**config.mk**
```make
export PLATFORM = sky130hd
export DESIGN_NAME = machine_control
export DESIGN_NICKNAME = d
export VERILOG_FILES = /design/src/rtl/machine_control_pkg.sv /design/src/rtl/machine_control_trap_cause_enc.sv /design/src/rtl/machine_control.sv
export SDC_FILE = /design/constraint.sdc
export NUM_CORES = 1
export LEC_CHECK = 0
export ABC_CLOCK_PERIOD_IN_PS = 2150
export BUFFER_PORTS_ARGS = -buffer_cell sky130_fd_sc_hd__buf_2
export CORE_MARGIN = 2
export CORE_UTILIZATION = 48
export DETAILED_ROUTE_END_ITERATION = 8
export PLACE_DENSITY = 0.81
export SYNTH_ARGS = -nofsm -noshare
export SYNTH_HDL_FRONTEND = slang
export SYNTH_SLANG_ARGS = --single-unit
export TNS_END_PERCENT = 100
```
**constraint.sdc**
```tcl
create_clock -name clk_in -period 2.15 [get_ports clk_in]
set_input_delay 0.215 -clock clk_in [delete_from_list [all_inputs] [get_ports clk_in]]
set_output_delay 0.215 -clock clk_in [all_outputs]
set_load 0.005 [all_outputs]
```
**src/rtl/machine_control_pkg.sv**
```systemverilog
// Shared definitions for the machine-mode trap and sequencing controller:
// FSM state encodings, PC-source select codes and mcause code values.
package machine_control_pkg;

  // Controller states; the encoding is held in a register in the top.
  typedef enum logic [1:0] {
    ST_RESET       = 2'd0,
    ST_OPERATING   = 2'd1,
    ST_TRAP_TAKEN  = 2'd2,
    ST_TRAP_RETURN = 2'd3
  } state_t;

  // PC-generation source select.
  localparam logic [1:0] PC_BOOT     = 2'b00;
  localparam logic [1:0] PC_EPC      = 2'b01;
  localparam logic [1:0] PC_TRAP_VEC = 2'b10;
  localparam logic [1:0] PC_NEXT     = 2'b11;

  // Synchronous exception codes (mcause[31] = 0).
  localparam logic [3:0] EXC_INSTR_MISALIGNED = 4'd0;
  localparam logic [3:0] EXC_ILLEGAL_INSTR    = 4'd2;
  localparam logic [3:0] EXC_BREAKPOINT       = 4'd3;
  localparam logic [3:0] EXC_LOAD_MISALIGNED  = 4'd4;
  localparam logic [3:0] EXC_STORE_MISALIGNED = 4'd6;
  localparam logic [3:0] EXC_ECALL_M          = 4'd11;

  // Interrupt codes (mcause[31] = 1).
  localparam logic [3:0] IRQ_SOFTWARE_M = 4'd3;
  localparam logic [3:0] IRQ_TIMER_M    = 4'd7;
  localparam logic [3:0] IRQ_EXTERNAL_M = 4'd11;

endpackage

```
**src/rtl/machine_control_trap_cause_enc.sv**
```systemverilog
// Combinational priority encoder: turns the raw exception flags and the
// already-enabled interrupt requests into an mcause code, the interrupt
// flag, the misaligned-access flag and a single "some trap" indication.
// Exceptions always outrank interrupts.
module trap_cause_enc
  import machine_control_pkg::*;
#(
  parameter int CAUSE_W = 4
) (
  input  logic               misaligned_instr,
  input  logic               illegal_instr,
  input  logic               ebreak,
  input  logic               ecall,
  input  logic               misaligned_load,
  input  logic               misaligned_store,
  input  logic               ext_irq,
  input  logic               sw_irq,
  input  logic               timer_irq,
  output logic [CAUSE_W-1:0] cause,
  output logic               i_or_e,
  output logic               misaligned,
  output logic               any_trap
);

  logic any_exc;
  logic any_irq;

  assign any_exc  = misaligned_instr | illegal_instr | ebreak | ecall |
                    misaligned_load | misaligned_store;
  assign any_irq  = ext_irq | sw_irq | timer_irq;
  assign any_trap = any_exc | any_irq;

  // Highest-priority pending source selects the cause code.
  always_comb begin
    cause      = '0;
    i_or_e     = 1'b0;
    misaligned = 1'b0;
    if (misaligned_instr) begin
      cause      = CAUSE_W'(EXC_INSTR_MISALIGNED);
      misaligned = 1'b1;
    end else if (illegal_instr) begin
      cause = CAUSE_W'(EXC_ILLEGAL_INSTR);
    end else if (ebreak) begin
      cause = CAUSE_W'(EXC_BREAKPOINT);
    end else if (ecall) begin
      cause = CAUSE_W'(EXC_ECALL_M);
    end else if (misaligned_load) begin
      cause      = CAUSE_W'(EXC_LOAD_MISALIGNED);
      misaligned = 1'b1;
    end else if (misaligned_store) begin
      cause      = CAUSE_W'(EXC_STORE_MISALIGNED);
      misaligned = 1'b1;
    end else if (ext_irq) begin
      cause  = CAUSE_W'(IRQ_EXTERNAL_M);
      i_or_e = 1'b1;
    end else if (sw_irq) begin
      cause  = CAUSE_W'(IRQ_SOFTWARE_M);
      i_or_e = 1'b1;
    end else if (timer_irq) begin
      cause  = CAUSE_W'(IRQ_TIMER_M);
      i_or_e = 1'b1;
    end
  end

endmodule

```
**src/rtl/machine_control.sv**
```systemverilog
// Trap and sequencing controller for the RV32I core. Decides, once per
// non-stalled OPERATING cycle, whether the instruction in decode traps,
// returns via MRET or retires, and drives PC select, flush and the CSR
// trap strobes for the one-cycle TRAP_TAKEN / TRAP_RETURN states.
// Build option: define MACHINE_CONTROL_IRQ_EN to enable the interrupt
// path; without it only exceptions and MRET redirect program flow.
module machine_control
  import machine_control_pkg::*;
#(
  parameter int RESET_CYCLES = 1,
  parameter int CAUSE_W      = 4
) (
  input  logic               clk_in,
  input  logic               rst_in,
  input  logic               stall_in,
  input  logic               illegal_instr_in,
  input  logic               misaligned_instr_in,
  input  logic               misaligned_load_in,
  input  logic               misaligned_store_in,
  input  logic               ecall_in,
  input  logic               ebreak_in,
  input  logic               mret_in,
  input  logic               mie_in,
  input  logic               meie_in,
  input  logic               mtie_in,
  input  logic               msie_in,
  input  logic               meip_in,
  input  logic               mtip_in,
  input  logic               msip_in,
  output logic [1:0]         pc_src_out,
  output logic               flush_out,
  output logic               trap_taken_out,
  output logic               i_or_e_out,
  output logic [CAUSE_W-1:0] cause_out,
  output logic               set_cause_out,
  output logic               set_epc_out,
  output logic               mie_clear_out,
  output logic               mie_set_out,
  output logic               instret_inc_out,
  output logic               misaligned_exception_out
);

`ifdef MACHINE_CONTROL_IRQ_EN
  localparam logic IRQ_EN = 1'b1;
`else
  localparam logic IRQ_EN = 1'b0;
`endif

  state_t               state_reg;
  logic [3:0]           count_reg;
  logic [1:0]           pc_src_reg;
  logic                 flush_reg;
  logic                 trap_taken_reg;
  logic                 i_or_e_reg;
  logic [CAUSE_W-1:0]   cause_reg;
  logic                 set_cause_reg;
  logic                 set_epc_reg;
  logic                 mie_clear_reg;
  logic                 mie_set_reg;
  logic                 misaligned_reg;

  logic                 ext_irq;
  logic                 sw_irq;
  logic                 timer_irq;
  logic [CAUSE_W-1:0]   enc_cause;
  logic                 enc_i_or_e;
  logic                 enc_misaligned;
  logic                 enc_any_trap;

  // Interrupts only count when globally enabled and individually enabled;
  // with the interrupt path compiled out they are constant zero.
  assign ext_irq   = IRQ_EN & mie_in & meie_in & meip_in;
  assign sw_irq    = IRQ_EN & mie_in & msie_in & msip_in;
  assign timer_irq = IRQ_EN & mie_in & mtie_in & mtip_in;

  trap_cause_enc #(
    .CAUSE_W(CAUSE_W)
  ) u_cause_enc (
    .misaligned_instr(misaligned_instr_in),
    .illegal_instr   (illegal_instr_in),
    .ebreak          (ebreak_in),
    .ecall           (ecall_in),
    .misaligned_load (misaligned_load_in),
    .misaligned_store(misaligned_store_in),
    .ext_irq         (ext_irq),
    .sw_irq          (sw_irq),
    .timer_irq       (timer_irq),
    .cause           (enc_cause),
    .i_or_e          (enc_i_or_e),
    .misaligned      (enc_misaligned),
    .any_trap        (enc_any_trap)
  );

  // State sequencing with registered per-state outputs; strobes default low.
  always_ff @(posedge clk_in) begin
    if (rst_in) begin
      state_reg      <= ST_RESET;
      count_reg      <= 4'(RESET_CYCLES - 1);
      pc_src_reg     <= PC_BOOT;
      flush_reg      <= 1'b1;
      trap_taken_reg <= 1'b0;
      i_or_e_reg     <= 1'b0;
      cause_reg      <= '0;
      set_cause_reg  <= 1'b0;
      set_epc_reg    <= 1'b0;
      mie_clear_reg  <= 1'b0;
      mie_set_reg    <= 1'b0;
      misaligned_reg <= 1'b0;
    end else begin
      trap_taken_reg <= 1'b0;
      set_cause_reg  <= 1'b0;
      set_epc_reg    <= 1'b0;
      mie_clear_reg  <= 1'b0;
      mie_set_reg    <= 1'b0;
      case (state_reg)
        ST_RESET: begin
          if (count_reg == 4'd0) begin
            state_reg  <= ST_OPERATING;
            pc_src_reg <= PC_NEXT;
            flush_reg  <= 1'b0;
          end else begin
            count_reg  <= count_reg - 4'd1;
            pc_src_reg <= PC_BOOT;
            flush_reg  <= 1'b1;
          end
        end
        ST_OPERATING: begin
          if (!stall_in && enc_any_trap) begin
            state_reg      <= ST_TRAP_TAKEN;
            pc_src_reg     <= PC_TRAP_VEC;
            flush_reg      <= 1'b1;
            trap_taken_reg <= 1'b1;
            set_cause_reg  <= 1'b1;
            set_epc_reg    <= 1'b1;
            mie_clear_reg  <= 1'b1;
            cause_reg      <= enc_cause;
            i_or_e_reg     <= enc_i_or_e;
            misaligned_reg <= enc_misaligned;
          end else if (!stall_in && mret_in) begin
            state_reg   <= ST_TRAP_RETURN;
            pc_src_reg  <= PC_EPC;
            flush_reg   <= 1'b1;
            mie_set_reg <= 1'b1;
          end else begin
            pc_src_reg <= PC_NEXT;
            flush_reg  <= 1'b0;
          end
        end
        default: begin
          // TRAP_TAKEN and TRAP_RETURN last one cycle; events seen here are dropped.
          state_reg  <= ST_OPERATING;
          pc_src_reg <= PC_NEXT;
          flush_reg  <= 1'b0;
        end
      endcase
    end
  end

  // The instruction in decode retires when it neither stalls, traps nor returns.
  assign instret_inc_out = (state_reg == ST_OPERATING) & ~stall_in &
                           ~enc_any_trap & ~mret_in;

  assign pc_src_out               = pc_src_reg;
  assign flush_out                = flush_reg;
  assign trap_taken_out           = trap_taken_reg;
  assign i_or_e_out               = i_or_e_reg;
  assign cause_out                = cause_reg;
  assign set_cause_out            = set_cause_reg;
  assign set_epc_out              = set_epc_reg;
  assign mie_clear_out            = mie_clear_reg;
  assign mie_set_out              = mie_set_reg;
  assign misaligned_exception_out = misaligned_reg;

endmodule

```
# After elaboration in Yosys (flattened, before gate mapping)
# Index checks and enable logic that the tools add are counted.
# op_classes
add_sub_neg	1
eq_ne	3
muxes	25
bitwise	13
n_reduce_logical	10
# op_table
operator	count
$mux W4	5
$mux W2	6
$mux W1	10
$pmux W2 S2	2
$reduce_and A2 Y1	3
$not A1 Y1	5
$or A1 B1 Y1	5
$logic_not A4 Y1	1
$sub A4 B1 Y4 const B	1
$and A1 B1 Y1	3
$mux W3	1
$ne A3 B3 Y1 const B	1
$reduce_or A3 Y1	1
$eq A2 B1 Y1 const B	1
$logic_and A1 B1 Y1	2
$logic_not A2 Y1	1
$ne A2 B2 Y1 const B	1
$pmux W1 S2	1
$reduce_or A2 Y1	1
$logic_not A1 Y1	1
# totals
ff_bits	16
input_bits	17
output_inout_bits	15
word_cells	60

# Longest topological paths before layout
# Gate-level depths: netlist (run 1).
# logic_depth
word_depth	8
mapped_depth	6
depth_no_buf	5

# Hierarchy
# A second synthesis (run 1) with hierarchy kept.
# hier_totals
hier_cells	87
area_unflattened_um2	790.8
# modules_own_cells
mod	n_inst	cells_per_inst	area_each_um2	seq_area_each_um2
machine_control	1	68	664.4	340.3
trap_cause_enc	1	19	126.4	0.0

# Least setup slack after synthesis (run 1)
# No wires, ideal clock.
# synth_path
kind	flip-flop to flip-flop
from	register count_reg[0]
to	register pc_src_reg[1] (netlist: pc_src_out[1])
setup_time_ns	0.091
arrival_ns	1.370
required_time_ns	2.059
path_slack_ns	0.689
stages_incl_launch_ff	7
n_path_buf	1
synth_period_minus_slack_ns	1.461
cell_sequence	dfxtp_1 -> inv_1 -> ha_1 -> or3b_1 -> buf_2 -> and2_1 -> a311oi_1
# synth_between
elab_chain_len	3
# synth_rtl
item	line_no	rtl
start: declaration	machine_control.sv:50	logic [3:0] count_reg;
start signal: assignment	machine_control.sv:98	count_reg <= 4'(RESET_CYCLES - 1);
start signal: assignment	machine_control.sv:122	count_reg <= count_reg - 4'd1;
$logic_not A4 Y1	machine_control.sv:117	if (count_reg == 4'd0) begin
$mux W2	machine_control.sv:117	
$pmux W2 S2	machine_control.sv:115	case (state_reg)
end signal: assignment	machine_control.sv:119	pc_src_reg <= PC_NEXT;
end signal: assignment	machine_control.sv:123	pc_src_reg <= PC_BOOT;
end signal: assignment	machine_control.sv:130	pc_src_reg <= PC_TRAP_VEC;
end: declaration	machine_control.sv:51	logic [1:0] pc_src_reg;
# No other way between the ends.
# A chain may end at the register's enable or synchronous reset.

# Final worst setup path (run 1)
# layout_path
from	register state_reg[1]
to	output instret_inc_out
# layout_between
elab_chain_len	4
# layout_rtl
item	line_no	rtl
start: declaration	machine_control.sv:49	state_t state_reg;
start signal: assignment	machine_control.sv:97	state_reg <= ST_RESET;
start signal: assignment	machine_control.sv:118	state_reg <= ST_OPERATING;
start signal: assignment	machine_control.sv:129	state_reg <= ST_TRAP_TAKEN;
$eq A2 B1 Y1	machine_control.sv:160	assign instret_inc_out = (state_reg == ST_OPERATING) & ~stall_in &
$and A1 B1 Y1 (2 in series)	machine_control.sv:160	
$and A1 B1 Y1	machine_control.sv:161	~enc_any_trap & ~mret_in;
end: declaration	machine_control.sv:39	output logic instret_inc_out,
# No other way between the ends.

==> metrics.cfg, run 1 <==
[status]
status = finished, final reports clean

[floorplan]
core_area_um2 = 1350
initial_core_util_pct = 53.0
rows = 13
die_w_um = 42.6
die_area_um2 = 1820
io_pins = 32
die_h_um = 42.6

[power]
seqPwrFrac_pct = 44.7
sw_frac_of_total_pct = 34.4
powerDensity_nw_per_um2 = 1110
peakVddDrop_v = 0.000397
leakage_nw = 0.375
p_clk_share_pct = 16.9
comb_power_share_pct = 38.4
power.internal_w = 0.000606
power.switching_w = 0.000318

[grt]
grt_max_degree = 13
grtUsageTotal_pct = 17.0
grt_pass1_wl_um = 2270
gr-total-overflow = 0
grt_pass1_vias = 531
antenna_found_initial = 0

[synthesis]
synth-warning-count = 0
syn_nets = 92
ys_ff_latch = 16
ys_seq_area_share_pct = 44.8
ys_types = 34
synth_area_um2 = 716
avgSynthCellArea_um2 = 9.67
postSynthCellCount = 74

[final_layout]
fillers = 119
nNetsFinal = 114
area_delta_synth_final_pct = 16.4
seqCellArea_um2 = 320
multiInputGateArea_um2 = 342
num_antenna_cells = 0
layout-drive-gt1-share_pct = 36.2

[flow_run]
drv_cap = 0

[timing]
hold_viol = 0
finalWorstSetupSlack_ns = 0.359
fin_tns_setup_ns = 0
max_freq_mhz = 558
tightest_slew_ns = 0.504
slew_violations = 0
fin_crit_ns = 1.79
max_slew_margin_pct = 66.3
period_share_pct = 83.3
setup_viol = 0
grt_setup_unrepaired = false
finClkSkew_ns = 0.00679

[cts]
postCtsSetupBuffers = 0
clk_pin_slew_ns = 0.09
numCtsBuffers = 3
htree_levels = 1
cts.sinks = 16
cts_tree = yes
clock-root-buffer = clkbuf_4
cts-resized-gates = 0
clock_latency_ns = 0.28
ctsHoldBuffers = 0
clock_path_buffers = 2

[worst_setup_path]
startpoint_type = flip-flop
crit_arrival_ns = 1.58
cp_max_fo = 5
critPathCaptureType = primary output
worstPathRequired_ns = 1.93
path_class = reg2out
ff2ff_path_depth = 5

[placed_design]
dp_slack_ns = 0.587
io_buffers = 23
place.gp.congestion = 0.734
dp_hpwl_um = 967

[routing]
drcViolationCount = 0
wl_per_cell_um = 12.5
first_pass_iters = 4
antenna_left = 0
routed_via_density = 5.46
wl_um = 1360
route.vias.total = 595
first_iter_violations = 7

[hold_path]
hp-class = in2reg
min_path_cells = 2

kinds of logic after synthesis:
kind of cell             Yosys count  share of synthesized area (%)
multiplexers                       2                           2.80
adder cells (fa/ha/maj)            1                           1.75
AO/OA/AOI/OAI                     19                           19.2
other                              1                          0.524
buffers and inverters             10                           7.52
AND/OR/NAND/NOR                   25                           23.4
flip-flops                        16                           44.8
layout make-up:
cell class | instances | share of cell area (%)
Tap cell | 15 | 2.25
Multi-Input combinational cell | 48 | 41.0
Inverter | 4 | 1.80
Sequential cell | 16 | 38.4
Clock buffer | 3 | 2.70
Timing Repair Buffer | 23 | 13.8
metrics by stage:
| stage | hold WS [ns] | total power (W) | utilization [%] | instance area (µm²) | instances |
|---|---|---|---|---|---|
| after floorplan | 0.323 | 0.000690 | - | 716 | 74 |
| after global placement | 0.443 | 0.000760 | 60.1 | 811 | 106 |
| after detailed placement | 0.446 | 0.000766 | 60.1 | 811 | 106 |
| after CTS | 0.166 | 0.000924 | 61.7 | 833 | 109 |
| after global routing | 0.173 | 0.000990 | 61.7 | 833 | 109 |
| final | 0.171 | 0.000923 | 61.7 | 833 | 109 |
worst max-delay path, stage by stage (launching register included):
cell     delay (ns)
dfxtp_1        0.33
or3b_2         0.54
nor4_1         0.27
buf_2          0.15
power by group through the flow:
stage	combinational, W	sequential (W)	clock (W)
final	0.000354	0.000413	0.000156
after global placement	0.000344	0.000416	0
after floorplan	0.000270	0.000420	0
after global routing	0.000400	0.000422	0.000168
after CTS	0.000354	0.000414	0.000156
after detailed placement	0.000348	0.000418	0
placed cells by master (no fill, tap or decap), types with 2 or more instances in the layout:
cell type   n
nor3_1      6
buf_2      23
clkbuf_4    3
nand2_1     2
mux2i_1     2
o21ai_0     2
dfxtp_1    16
inv_1       4
and2_1      3
a211oi_1    2
a21oi_1     7
nand4b_1    2
a21bo_2     2
metal layers:
| layer | global-route usage [%] | share of wire (%) | vias up |
|---|---|---|---|
| met1 | 19.7 | 46 | 263 |
| met2 | 28.6 | 46 | 24 |
| met4 | 9.38 | 1.4 | 0 |
| met5 | 0 | 0 | - |
| li1 | - | - | 304 |
| met3 | 3.88 | 6.8 | 4 |
cells in the mapped netlist:
| master | instances | area (µm²) |
|---|---|---|
| a211o_1 | 1 | 8.76 |
| a211oi_1 | 2 | 15.0 |
| a21bo_2 | 2 | 20.0 |
| a21o_1 | 1 | 7.51 |
| a21oi_1 | 7 | 35.0 |
| a311oi_1 | 1 | 8.76 |
| a31o_1 | 1 | 8.76 |
| and2_1 | 3 | 18.8 |
| and4_1 | 1 | 8.76 |
| and4b_1 | 1 | 10.0 |
| buf_2 | 1 | 5.00 |
| buf_4 | 4 | 30.0 |
| clkbuf_1 | 1 | 3.75 |
| conb_1 | 1 | 3.75 |
| dfxtp_1 | 16 | 320 |
| ha_1 | 1 | 12.5 |
| inv_1 | 4 | 15.0 |
| mux2i_1 | 2 | 20.0 |
| nand2_1 | 2 | 7.51 |
| nand2b_1 | 1 | 6.26 |
| nand3_1 | 1 | 5.00 |
| nand4b_1 | 2 | 17.5 |
| nor2_1 | 1 | 3.75 |
| nor2_2 | 1 | 6.26 |
| nor3_1 | 6 | 30.0 |
| nor3b_2 | 1 | 12.5 |
| nor4_1 | 1 | 6.26 |
| o21ai_0 | 2 | 10.0 |
| o21ai_4 | 1 | 16.3 |
| o31ai_1 | 1 | 7.51 |
| or2_2 | 1 | 6.26 |
| or3b_1 | 1 | 8.76 |
| or3b_2 | 1 | 8.76 |
| or4_4 | 1 | 11.3 |
path summary, 6_finish.rpt:
path,start,to,slack [ns]
setup / recovery,state_reg[1],instret_inc_out,0.36
hold / removal,mret_in,pc_src_out[1],0.17
hold reg to reg,misaligned_exception_out,misaligned_exception_out,0.46
setup reg to reg,count_reg[0],pc_src_out[1],0.52
No activity file was read; power rests on OpenSTA's default activity.
==> run 2: changes to the inputs <==
--- a/config.mk
+++ b/config.mk
@@ -5,12 +5,13 @@
 export SDC_FILE = /design/constraint.sdc
 export NUM_CORES = 1
 export LEC_CHECK = 0
-export ABC_CLOCK_PERIOD_IN_PS = 2150
+export ABC_AREA = 1
+export ABC_CLOCK_PERIOD_IN_PS = 1800
 export BUFFER_PORTS_ARGS = -buffer_cell sky130_fd_sc_hd__buf_2
 export CORE_MARGIN = 2
-export CORE_UTILIZATION = 48
+export CORE_UTILIZATION = 46
 export DETAILED_ROUTE_END_ITERATION = 8
-export PLACE_DENSITY = 0.81
+export PLACE_DENSITY = 0.76
 export SYNTH_ARGS = -nofsm -noshare
 export SYNTH_HDL_FRONTEND = slang
 export SYNTH_SLANG_ARGS = --single-unit
==> constraint.sdc (replaced) <==
create_clock -name clk_in -period 1.8 [get_ports clk_in]
set_input_delay 0.18 -clock clk_in [delete_from_list [all_inputs] [get_ports clk_in]]
set_output_delay 0.18 -clock clk_in [all_outputs]
set_load 0.005 [all_outputs]
==> run 2 against run 1 <==
  * Sequential power grew 26%
  * Routed wire length is 1.2% lower
  * Via count up 17%
  * Hold slack worse by 0.074 ns
  * Synthesized area increased by 12%
  * Register-to-register slack got worse by 0.02 ns
  * Critical path type unchanged
  * Largest power group is now combinational logic
==> metrics.cfg, run 2 <==
[hold_path]
holdCritStartpoint = rst_in
hp-class = in2reg
min_path_cells = 2
hold_end = count_reg[3]

[cts]
cts.sinks = 16
cts_tree = yes
clock_path_buffers = 2
cts-resized-gates = 0
htree_levels = 1
clock-root-buffer = clkbuf_4
ctsHoldBuffers = 0
postCtsSetupBuffers = 0
clk_pin_slew_ns = 0.09
numCtsBuffers = 3
clock_latency_ns = 0.29

[placed_design]
post_dp_cell_area_um2 = 907
dp_hpwl_um = 1090
place.gp.congestion = 0.728
io_buffers = 23

[routing]
first_iter_violations = 7
wl_per_cell_um = 9.08
drcViolationCount = 0
first_pass_iters = 4
antenna_left = 0
route.vias.total = 697
wl_um = 1340
routed_via_density = 4.71

[floorplan]
die_area_um2 = 2090
io_pins = 32
die_h_um = 45.7
initial_core_util_pct = 47.4
rows = 15
core_area_um2 = 1690
die_w_um = 45.7

[worst_setup_path]
critPathCaptureType = primary output
crit_arrival_ns = 1.13
ff2ff_path_depth = 9
timing.reg2reg.setup_slack_ns = 0.50
path_class = reg2out
r2r_end = flush_out
worstPathRequired_ns = 1.62
cp_max_fo = 4
worstReg2RegStart = count_reg[0]
startpoint_type = flip-flop

[synthesis]
ys_ff_latch = 16
yosys.cell_count.top_type = nand2_1
synthFlopType = dfxtp_1
syn_nets = 126
synth_edf_count = 0
yosys-top-cells-area = dfxtp_1 (40%), nand2_1 (9.8%), inv_1 (6.6%), nor2_2 (6.3%), nor2_1 (5.6%)
synth_area_um2 = 801
ys_types = 22
ys_seq_area_share_pct = 40.0
synth-warning-count = 0
postSynthCellCount = 108
avgSynthCellArea_um2 = 7.41
synth.top_cells.by_count = nand2_1 (21), dfxtp_1 (16), inv_1 (14)
synth_largest_area_cell = dfxtp_1
synthArstFlopShare_pct = 0
synthDominantCellAreaShare_pct = 40.0

[timing]
slew_violations = 0
fin_tns_setup_ns = 0
hold_viol = 0
max_freq_mhz = 766
period_share_pct = 72.5
finClkSkew_ns = 0.00157
grt_setup_unrepaired = false
setup_viol = 0
fin_crit_ns = 1.31

[power]
power.internal_w = 0.000821
comb_power_share_pct = 44.3
powerDensity_nw_per_um2 = 1430
p_clk_share_pct = 17.4
seqPwrFrac_pct = 38.4
sw_frac_of_total_pct = 39.3
leakage_nw = 0.486
peakVddDrop_v = 0.000498
power.switching_w = 0.000532

[grt]
gr-total-overflow = 0
grt_pass1_wl_um = 2330
grtUsageTotal_pct = 15.9
antenna_found_initial = 0
grt_pass1_vias = 610
grt_max_degree = 10

[status]
status = finished, final reports clean

[final_layout]
area_delta_synth_final_pct = 17.8
layout_commonest_cell = buf_2
num_antenna_cells = 0
fin_area_um2 = 943
nNetsFinal = 150
layout-drive-gt1-share_pct = 37.4
final_cell_mix = buf_2 (23), nand2_1 (21), dfxtp_1 (16)

[flow_run]
drv_cap = 0

==> run 2: changes by cell type in the layout (fill, tap and decap cells not counted), moves of 7 or more <==
| cell | delta |
|---|---|
| inv_1 | +10 |
| nand2_1 | +19 |
| nor2_2 | +7 |
| nor2_1 | +11 |
==> run 2: cells by family after synthesis <==
logic type / count (synthesis) / synth area share (%)
DFF: 16 / 40.0
AOI/OAI and AO/OA: 10 / 8.12
and+or+nand+nor: 59 / 38.1
adders and majority gates: 1 / 1.56
buffers and inverters: 21 / 11.7
other: 1 / 0.468
==> run 2: worst max path at each step <==
stage | start | endpoint | slack, ns | depth (start not counted)
6_report | state_reg[1] | instret_inc_out | 0.49 | 4
3_5_place_dp | count_reg[0] | flush_out | 0.51 | 9
2_1_floorplan | count_reg[0] | flush_out | 0.65 | 9
4_1_cts | state_reg[1] | instret_inc_out | 0.48 | 4
3_3_place_gp | count_reg[0] | flush_out | 0.56 | 9
5_1_grt | count_reg[0] | flush_out | 0.33 | 9
==> run 2: metal layers <==
layer	vias to the layer above	share of wire, %	global-route usage [%]
met1	299	43	19.1
met2	15	50	23.9
li1	378	-	-
met3	5	2.8	2.38
met4	0	4.1	14.9
met5	-	0	0
==> run 2: worst max-delay path, cell delays in order, from the launching register on <==
cell and delay, ns:
dfxtp_1 0.33, inv_1 0.06, nand2_2 0.08, nor4_1 0.21, buf_2 0.15
==> run 2: cell type report <==
type / count / area (µm²)
clock buffers: 4 / 36.3
fillers: 176 / 746
inverters: 17 / 63.8
multi-input cells: 71 / 387
flip-flops and latches: 16 / 320
well taps: 17 / 21.3
repair buffers: 23 / 115
==> run 2: power groups by stage <==
stage | Clock (W) | Combinational [W] | Sequential, W
after floorplan | 0 | 0.000467 | 0.000528
after global placement | 0 | 0.000582 | 0.000525
after detailed placement | 0 | 0.000603 | 0.000529
after CTS | 0.000247 | 0.000605 | 0.000520
after global routing | 0.000260 | 0.000697 | 0.000535
final | 0.000235 | 0.000599 | 0.000519
==> run 2: through the flow <==
stage / worst slack, ns / utilization [%] / hold slack, ns / std cells / total power, W
floorplan: 0.646 / - / 0.242 / 108 / 0.000995
global placement: 0.555 / 53.7 / 0.407 / 144 / 0.00111
detailed placement: 0.512 / 53.7 / 0.412 / 144 / 0.00113
CTS: 0.478 / 55.9 / 0.0886 / 148 / 0.00137
global route: 0.335 / 55.9 / 0.0929 / 148 / 0.00149
finish: 0.495 / 55.9 / 0.0977 / 148 / 0.00135
==> run 3: changes to the inputs <==
--- a/config.mk
+++ b/config.mk
@@ -5,13 +5,13 @@
 export SDC_FILE = /design/constraint.sdc
 export NUM_CORES = 1
 export LEC_CHECK = 0
-export ABC_AREA = 1
-export ABC_CLOCK_PERIOD_IN_PS = 1800
+export ABC_AREA = 0
+export ABC_CLOCK_PERIOD_IN_PS = 1200
 export BUFFER_PORTS_ARGS = -buffer_cell sky130_fd_sc_hd__buf_2
 export CORE_MARGIN = 2
-export CORE_UTILIZATION = 46
+export CORE_UTILIZATION = 40
 export DETAILED_ROUTE_END_ITERATION = 8
-export PLACE_DENSITY = 0.76
+export PLACE_DENSITY = 0.72
 export SYNTH_ARGS = -nofsm -noshare
 export SYNTH_HDL_FRONTEND = slang
 export SYNTH_SLANG_ARGS = --single-unit
==> constraint.sdc (replaced) <==
create_clock -name clk_in -period 1.2 [get_ports clk_in]
set_input_delay 0.12 -clock clk_in [delete_from_list [all_inputs] [get_ports clk_in]]
set_output_delay 0.12 -clock clk_in [all_outputs]
set_load 0.005 [all_outputs]
==> run 3 against run 2 <==
  * Global-route usage up 1.5 points
  * Hold slack better by 0.032 ns
  * Largest cell class unchanged
  * The flow now finishes with violations (setup timing)
  * Critical endpoint unchanged
  * Cell area up 19%
==> metrics.cfg, run 3 (synthesized netlist as in run 1, its figures left out) <==
[worst_setup_path]
worstReg2RegStart = count_reg[0]
path_class = reg2out
crit_arrival_ns = 1.31
ff2ff_path_depth = 5
r2r_end = count_reg[1]
worstPathRequired_ns = 1.08
startpoint_type = flip-flop
critPathCaptureType = primary output
timing.reg2reg.setup_slack_ns = -0.17
cp_max_fo = 2

[placed_design]
dp_slack_ns = -0.240
place.gp.congestion = 0.725
io_buffers = 23
dp_hpwl_um = 1180

[floorplan]
core_area_um2 = 1710
die_area_um2 = 2140
initial_core_util_pct = 41.9
die_h_um = 46.3
die_w_um = 46.3
io_pins = 32
rows = 15

[timing]
finalWorstSetupSlack_ns = -0.234
finClkSkew_ns = 0.000567
max_freq_mhz = 698
fin_tns_setup_ns = -1.47
hold_viol = 0
grt_setup_unrepaired = true
setup_viol = 11
period_share_pct = 119
fin_crit_ns = 1.43
slew_violations = 0
worst_hold_slack_ns = 0.130

[final_layout]
layout_commonest_cell = buf_2
nNetsFinal = 133
num_antenna_cells = 0
final_cell_mix = buf_2 (23), buf_4 (15), dfxtp_1 (12)
layout-drive-gt1-share_pct = 63.2
area_delta_synth_final_pct = 57.2

[grt]
grt_pass1_vias = 646
grtUsageTotal_pct = 17.4
grt_use_met1_pct = 19.8
grt_pass1_wl_um = 2650
grt_max_degree = 13
met3_usage_pct = 2.35
grtUsageMet2_pct = 30.0
top_usage_layer = met2
antenna_found_initial = 0
gr-total-overflow = 0

[cts]
cts.sinks = 16
htree_levels = 1
numCtsBuffers = 3
clock_latency_ns = 0.28
clock_path_buffers = 2
cts_tree = yes
ctsHoldBuffers = 0
clk_pin_slew_ns = 0.09
clock-root-buffer = clkbuf_4

[routing]
first_iter_violations = 13
routed_via_density = 4.94
wl_um = 1710
antenna_left = 0
first_pass_iters = 4
wl_per_cell_um = 12.3
route.vias.total = 687
drcViolationCount = 0

[hold_path]
hold_end = pc_src_out[1]
min_path_cells = 2
hp-class = in2reg
holdCritStartpoint = mret_in

[power]
power_w = 0.00234
powerDensity_nw_per_um2 = 2080
peakVddDrop_v = 0.00106
leakage_nw = 0.500

[status]
violations = setup timing
status = finished, violations left

[flow_run]
drv_cap = 0

[run 3: changes by cell type in the layout (fill, tap and decap cells not counted), moves of 7 or more]
cell     change
nand2_1     -19
buf_4       +15
inv_1       -12
nor2_1      -11
nand3_1      -7
nor2_2       -7
[run 3: report_power, final]
| group | leakage (nW) | switching (W) | internal [W] |
|---|---|---|---|
| combinational | 0.347 | 0.000545 | 0.000690 |
| clock | 0.0210 | 0.000173 | 0.000185 |
| sequential | 0.133 | 0.0000621 | 0.000683 |
[run 3: routing by layer]
metal	vias up	wire length, µm
met2	16	891
met3	2	57
met1	324	750
met4	0	9
met5	-	0
li1	345	-
[run 3: stage by stage]
step | cells | util (%) | cell area (µm²)
3_3_place_gp | 129 | 55.4 | 946
4_1_cts | 137 | 62.3 | 1060
2_1_floorplan | 74 | - | 741
6_report | 139 | 65.9 | 1120
5_1_grt | 139 | 65.9 | 1120
3_5_place_dp | 129 | 55.4 | 946
[run 3: final cells by class]
type	count	area [µm²]
Timing Repair Buffer	42	273
Clock buffer	4	36.3
Fill cell	135	583
Tap cell	25	31.3
Inverter	4	15.0
Multi-Input combinational cell	48	444
Sequential cell	16	325
[run 3: timing repair]
action / 4_1_cts / 5_1_grt
setup endpoints to repair: 9 / 13
buffers inserted: 4 / 2
hold endpoints to repair: 0 / 0
pin swaps: 8 / 3
gates cloned: 0 / 0
resized for setup: 14 / 8
[run 3: critical path, cell delays in order, from the launching register on]
cell     delay [ns]
dfxtp_2        0.34
or3b_4         0.39
nor4_4         0.15
buf_2          0.15
[run 3: worst max path at each step]
stage | start | endpoint | slack (ns) | depth (start not counted)
final | state_reg[1] | instret_inc_out | -0.23 | 3
after floorplan | count_reg[0] | pc_src_out[1] | -0.16 | 6
after detailed placement | count_reg[0] | count_reg[1] | -0.24 | 5
after global placement | count_reg[1] | pc_src_out[1] | -0.18 | 5
after CTS | state_reg[0] | instret_inc_out | -0.24 | 3
after global routing | state_reg[0] | instret_inc_out | -0.27 | 3
